==> config.mk <==
export PLATFORM = sky130hd
export DESIGN_NAME = peak_detector
export DESIGN_NICKNAME = d
export VERILOG_FILES = /design/src/rtl/peak_detector.sv
export SDC_FILE = /design/constraint.sdc
export NUM_CORES = 1
export LEC_CHECK = 0
export CAP_MARGIN = 10
export CORE_MARGIN = 2
export CORE_UTILIZATION = 46
export DETAILED_ROUTE_END_ITERATION = 12
export GPL_ROUTABILITY_DRIVEN = 0
export PLACE_DENSITY = 0.7
export SLEW_MARGIN = 15
export SYNTH_ARGS = -nofsm -noshare
export SYNTH_HDL_FRONTEND = slang
export SYNTH_SLANG_ARGS = --single-unit
==> constraint.sdc <==
create_clock -name Clk -period 4.9 [get_ports Clk]
set_input_delay 0.49 -clock Clk [delete_from_list [all_inputs] [get_ports Clk]]
set_output_delay 0.49 -clock Clk [all_outputs]
set_load 0.02 [all_outputs]
==> src/rtl/peak_detector.sv <==
// peak_detector: windowed max/min/peak-to-peak measurement with a hysteresis
// rising-crossing counter, fed by the moving-average filter's sample stream.
//
// Ports:
//   Clk, Reset (async, active-high)
//   enable_n     - filter sample strobe (low = filter loads Z on this edge)
//   Z            - signed filter output, captured one edge after the strobe
//   th_hi, th_lo - signed hysteresis thresholds
//   Max, Min     - signed extremes of the last completed window
//   P2P          - unsigned Max - Min of the last completed window (9 bits)
//   Rises        - rising crossings counted in the last completed window
//   above        - current hysteresis state (1 = ABOVE)
//   rise         - one-cycle pulse on each BELOW->ABOVE transition
//   window_done  - one-cycle pulse when Max/Min/P2P/Rises update
module peak_detector #(
  parameter int WINDOW = 16
) (
  input  logic              Clk,
  input  logic              Reset,
  input  logic              enable_n,
  input  logic signed [7:0] Z,
  input  logic signed [7:0] th_hi,
  input  logic signed [7:0] th_lo,
  output logic signed [7:0] Max,
  output logic signed [7:0] Min,
  output logic        [8:0] P2P,
  output logic        [7:0] Rises,
  output logic              above,
  output logic              rise,
  output logic              window_done
);

  localparam int CW = (WINDOW > 2) ? $clog2(WINDOW) : 1;
  localparam logic [CW-1:0] LAST = CW'(WINDOW - 1);

  typedef enum logic {
    BELOW = 1'b0,
    ABOVE = 1'b1
  } state_t;

  state_t state_q;
  state_t state_nxt;
  logic   rise_nxt;

  // The filter updates Z on the strobe edge, so the sample is taken one
  // edge later, when the delayed strobe is high.
  logic strobe_d;

  logic        [CW-1:0] cnt;
  logic signed [7:0]    run_max;
  logic signed [7:0]    run_min;
  logic        [7:0]    run_rises;

  logic                 first;
  logic signed [7:0]    fold_max;
  logic signed [7:0]    fold_min;
  logic        [7:0]    fold_rises;
  logic        [8:0]    fold_p2p;

  always_ff @(posedge Clk or posedge Reset) begin
    if (Reset) begin
      strobe_d <= 1'b0;
    end else begin
      strobe_d <= ~enable_n;
    end
  end

  // Hysteresis comparator state register.
  always_ff @(posedge Clk or posedge Reset) begin
    if (Reset) begin
      state_q <= BELOW;
    end else begin
      state_q <= state_nxt;
    end
  end

  // Next-state logic; only evaluated on a capture so gaps leave it frozen.
  always_comb begin
    state_nxt = state_q;
    rise_nxt  = 1'b0;
    if (strobe_d) begin
      case (state_q)
        BELOW: begin
          if (Z >= th_hi) begin
            state_nxt = ABOVE;
            rise_nxt  = 1'b1;
          end
        end
        ABOVE: begin
          if (Z < th_lo) begin
            state_nxt = BELOW;
          end
        end
        default: state_nxt = BELOW;
      endcase
    end
  end

  assign above = (state_q == ABOVE);

  // Fold the current sample into the running window. On the first sample the
  // running values are discarded, so a new window never sees stale data.
  always_comb begin
    first      = (cnt == '0);
    fold_max   = (first || (Z > run_max)) ? Z : run_max;
    fold_min   = (first || (Z < run_min)) ? Z : run_min;
    fold_rises = (first ? 8'd0 : run_rises) + {7'd0, rise_nxt};
    // Sign-extend before subtracting: the span can reach 255.
    fold_p2p   = {fold_max[7], fold_max} - {fold_min[7], fold_min};
  end

  always_ff @(posedge Clk or posedge Reset) begin
    if (Reset) begin
      cnt         <= '0;
      run_max     <= '0;
      run_min     <= '0;
      run_rises   <= '0;
      Max         <= '0;
      Min         <= '0;
      P2P         <= '0;
      Rises       <= '0;
      rise        <= 1'b0;
      window_done <= 1'b0;
    end else begin
      rise        <= rise_nxt;
      window_done <= 1'b0;
      if (strobe_d) begin
        run_max   <= fold_max;
        run_min   <= fold_min;
        run_rises <= fold_rises;
        if (cnt == LAST) begin
          cnt         <= '0;
          Max         <= fold_max;
          Min         <= fold_min;
          P2P         <= fold_p2p;
          Rises       <= fold_rises;
          window_done <= 1'b1;
        end else begin
          cnt <= cnt + CW'(1);
        end
      end
    end
  end

endmodule
---- After elaboration in Yosys (flattened, before gate mapping) ----
Index checks and enable logic that the tools add are counted.
operators by class
  $add $sub $neg .......................... 3
  multipliers ............................. 0
  div/mod/pow operators ................... 0
  $lt $le $gt $ge ......................... 4
  equal/unequal tests ..................... 1
  shifts and indexed selects .............. 0
  mux-type cells .......................... 11
  bitwise operators ....................... 2
  reductions and logical operators ........ 4
operator list
  operator                                     number
  2-to-1 mux 8 bit                             3
  less-than comparator 8 bit                   2
  subtractor 8 x 8 -> 9 bit                    1
  adder 8 x 1 -> 8 bit                         1
  >= comparator 8 bit                          1
  greater-than comparator 8 bit                1
  2-to-1 mux 1 bit                             6
  adder 4 x 1 -> 4 bit, second input constant  1
  equality test 4 bit, second input constant   1
  logical NOT 4 bit                            1
  2-to-1 mux 4 bit                             1
  logical OR 1 bit                             2
  NOT 1 bit                                    2
  case mux 1 bit (2 select lines)              1
  AND reduction 2 bit                          1
storage, ports and cells
  bits in registers ....................... 65
  bits in latches ......................... 0
  memory bits (writable) .................. 0
  ROM bits ................................ 0
  bits of input ports ..................... 27
  output and inout bits ................... 36
  word-level logic and storage cells ...... 37
  memories kept ........................... 0

---- Longest topological paths before layout ----
  depth in word-level cells ............... 5
  mapped depth ............................ 19
  gate-level depth less buffers ........... 18

---- Worst setup path after synthesis ----
No wires, ideal clock.
  kind .................................... input port to flip-flop
  start point ............................. input port Z[5]
  end point ............................... register P2P[7]
  setup time .............................. 131 ps
  arrival ................................. 3908 ps
  data required time ...................... 4769 ps
  slack ................................... 861 ps
  stages .................................. 18
  path buffers ............................ 1
  cell sequence ........................... ha_1 -> a211oi_1 -> o22ai_1 -> o21ba_2 -> nor3_1 -> buf_2 -> mux2i_1 -> inv_1 -> ha_1 -> nor2b_1 -> o21ai_0 -> nand2b_1 -> a21oi_1 -> a22o_1 -> a221o_1 -> o31ai_2 -> xnor2_1 -> o21ai_1
between the ends
  cells in the longest elaborated chain, start to end .. 4
  elaborated cells on any way between the ends .. 7
  classes of those cells .................. add/sub (1); order compare (2); mux (2); reduce/logical (2)
RTL lines
  item                           line  RTL
  start: declaration             21    input logic signed [7:0] Z,
  greater-than comparator 8 bit  105   fold_max = (first || (Z > run_max)) ? Z : run_max;
  logical OR 1 bit               105
  2-to-1 mux 8 bit               105
  net fold_max[1]                55    logic signed [7:0] fold_max;
  subtractor 8 x 8 -> 9 bit      109   fold_p2p = {fold_max[7], fold_max} - {fold_min[7], fold_min};
  end signal: assignment         135   P2P <= fold_p2p;
  end: declaration               26    output logic [8:0] P2P,
The timed path passes the listed nets, and every way through them passes these cells.
A chain may end at the register's enable or synchronous reset.

---- Final worst setup path ----
  start point ............................. input port Z[5]
  end point ............................... register P2P[7]
between the ends
  cells in the longest elaborated chain, start to end .. 4
  elaborated cells on any way between the ends .. 7
  classes of those cells .................. add/sub (1); order compare (2); mux (2); reduce/logical (2)
RTL lines
  item                                                                         line
  greater-than comparator 8 bit or less-than comparator 8 bit (tied branches)  105, 106
  logical OR 1 bit (on tied branches)                                          105, 106
  2-to-1 mux 8 bit (on tied branches)                                          105, 106
  subtractor 8 x 8 -> 9 bit (*)                                                109
Every way passes the cells marked *; elsewhere a longest branch is shown, timed or not.

==> results.yml <==
logic_synthesis:
  synth_area_leader_cell: "dfrtp_1"
  syn-num-nets: 488
  synth.area.top_cells: "dfrtp_1, ha_1, nand2_1"
  synth_flop_cell: "dfrtp_1"
  synth_common_cells: "dfrtp_1, nand2_1, inv_1, ha_1, nor2_1"
  syn-cell-area_um2: 3850
  syn_inst: 419
  avgSynthCellArea_um2: 9.19
  synth_edf_count: 0
  synth_seq_cells: 65
  synth_most_common_cell: "dfrtp_1"
  ys_types: 42
  synth_top_area_share_pct: 42.2
  synth-seq-area-share_pct: 42.2
  synthArstFlopShare_pct: 100
  yosys_warnings: 0
cells_and_area:
  final_cell_count_no_fill: 602
  syn_to_final_growth_pct: 25.7
  nFillCells: 720
  diodes: 0
  drive_gt1_share_pct: 8.05
  finalInstanceArea_um2: 4840
  nNetsFinal: 562
timing:
  holdWs_ns: 0.478
  tightestPinTransition_ns: 0.809
  rsz0062_at_grt: "no"
  fin_tns_setup_ns: 0
  layout_min_cycle_time_ns: 4.15
  slew_violations: 0
  setup_viol: 0
  fmax_mhz: 241
  clock_skew_ns: 0.00642
  hold_viol: 0
  max_slew_margin_pct: 46.1
  fin_crit_sh_pct: 84.8
placement:
  place.port_buffers: 62
  hpwlAfterDp_um: 5850
  dp_cells: 587
  place_area_um2: 4660
setup_path:
  crit_path_cell_trace: "clkdlybuf4s50_1, buf_4, ha_1, a21o_1, a2111oi_1, o32ai_2, mux2i_1, ha_1, nor2b_1, o21ai_0, nand2b_1, a21oi_1, a22o_1, a221o_1, o31ai_2, xnor2_1, o21ai_1"
  endpoint_kind: "flop"
  cpPeakStageDelay_ns: 0.46
  cp-start-kind: "input pin"
  cp.arrival_ns: 4.36
  worstPathMaxFanout: 5
  cp_common_cell: "ha_1"
  cpMaxStageDelayCell: "a2111oi_1"
  required_ns: 5.10
  crit_type: "in -> reg"
clock_network:
  cts_setup_buffers: 0
  cts_root_buffer: "clkbuf_8"
  clkTransAtPathRegs_ns: 0.07
  clock-sinks: 65
  cts_hold_buf: 0
  clock_path_buffers: 2
  htree_levels: 3
  cts_resized: 0
  cts_buffers: 9
  cts_tree: "done"
  insertion_delay_ns: 0.34
global_route:
  grt-ovfl-total: 0
  grt_pass1_vias: 2968
  antenna_found_initial: 0
  grt_pass1_wl_um: 13500
  grt_max_degree: 66
  track_usage_pct: 19.0
power_and_ir_drop:
  powerDensity_nw_per_um2: 680
  p_leak_nw: 2.41
  ir_worst_vdd_mv: 0.213
floorplanning:
  core_um2: 8180
  dieHeight_um: 95.5
  initial_utilization_pct: 47.1
  die_w_um: 95.5
  die-area_um2: 9120
  io_pins: 63
  rows: 33
job:
  cap_viol_max_count: 0
status:
  status: "finished clean"
drt:
  drt_iter0_drc: 187
  drc: 0
  via_per_inst: 5.13
  routed_wl_um: 7840
  wl_per_cell_um: 13.0
  antenna_left: 0
  drt-pass1-iter-count: 4
  vias: 3091
hold_path:
  hp-class: "reg -> reg"
## layer usage
layer  vias to the layer above  wire length, um  track usage, %
met3                         6              350            3.56
met4                         0               88            6.31
met5                         -                0               0
li1                       1568                -               -
met1                      1441             3900            26.6
met2                        76             3500            29.8
## area by class of cell
class	instances	area, um^2	area share (%)
clock buffer	13	169	3.49
clock inverter	2	12.5	0.258
inverter	48	180	3.72
multi-input combinational	292	1990	41.1
sequential	65	1630	33.6
tap	105	131	2.71
timing repair buffer	77	733	15.1
## flip-flops by register name, indices dropped and copies added (netlist names)
| name | count |
|---|---|
| Max | 8 |
| Min | 8 |
| P2P | 9 |
| Rises | 8 |
| above | 1 |
| cnt | 4 |
| rise | 1 |
| run_max | 8 |
| run_min | 8 |
| run_rises | 8 |
| strobe_d | 1 |
| window_done | 1 |
## final timing paths
| kind | start | to | slack [ns] | cells past startpoint |
|---|---|---|---|---|
| max | Z[5] | P2P[7]$_DFFE_PP0P_ | 0.75 | 17 |
| min | Min[4]$_DFFE_PP0P_ | Min[4]$_DFFE_PP0P_ | 0.48 | 2 |
| max reg2reg | cnt[0]$_DFFE_PP0P_ | P2P[7]$_DFFE_PP0P_ | 0.96 | 16 |
| min reg2reg | Min[4]$_DFFE_PP0P_ | Min[4]$_DFFE_PP0P_ | 0.48 | 2 |
| max in group asynchronous | Reset | run_min[3]$_DFFE_PP0P_ | 3.66 | 3 |
| min in group asynchronous | Reset | Rises[5]$_DFFE_PP0P_ | 0.72 | 3 |
## cells by family after synthesis
logic type / synth area share, %
multiplexers: 4.84
AND/OR/NAND/NOR: 13.1
buffers and inverters: 6.11
XOR/XNOR: 3.41
flip-flops: 42.2
AO/OA/AOI/OAI: 16.4
adder cells (fa/ha/maj): 13.8
## critical path: cells and delay by family
| kind | cells | cell delay, ns |
|---|---|---|
| xor+xnor | 1 | 0.14 |
| simple gates | 2 | 0.22 |
| fa+ha+maj | 2 | 0.62 |
| mux | 1 | 0.45 |
| buf+inv | 2 | 0.60 |
| compound gates | 9 | 1.82 |
## power breakdown
| part | internal [mW] | switching, mW | total (mW) |
|---|---|---|---|
| Clock | 0.222 | 0.202 | 0.424 |
| Sequential | 0.765 | 0.156 | 0.922 |
| Combinational | 0.907 | 1.04 | 1.95 |
## metrics by stage
stage | worst slack [ns] | utilization (%) | total power, mW
after floorplan | 0.861 | - | 2.24
after global placement | 0.450 | 57.0 | 2.83
after detailed placement | 0.405 | 57.0 | 2.88
after CTS | 0.762 | 59.2 | 3.32
after global routing | 0.345 | 59.2 | 3.61
final | 0.745 | 59.2 | 3.29
## layout by cell type (no fill, tap or decap), types with 5 or more instances in the layout
master,instances
nand4_1,5
inv_1,47
nor2b_1,6
o31ai_1,6
xor2_1,5
clkdlybuf4s50_1,62
xnor2_1,10
mux2_2,5
ha_1,41
nand2b_1,9
o21ai_0,32
nand2_1,55
dfrtp_1,65
buf_4,15
mux2i_1,13
a21oi_1,24
a21o_1,8
clkbuf_8,12
nor2_1,33
Note: power is estimated with default switching activity, not from simulation.
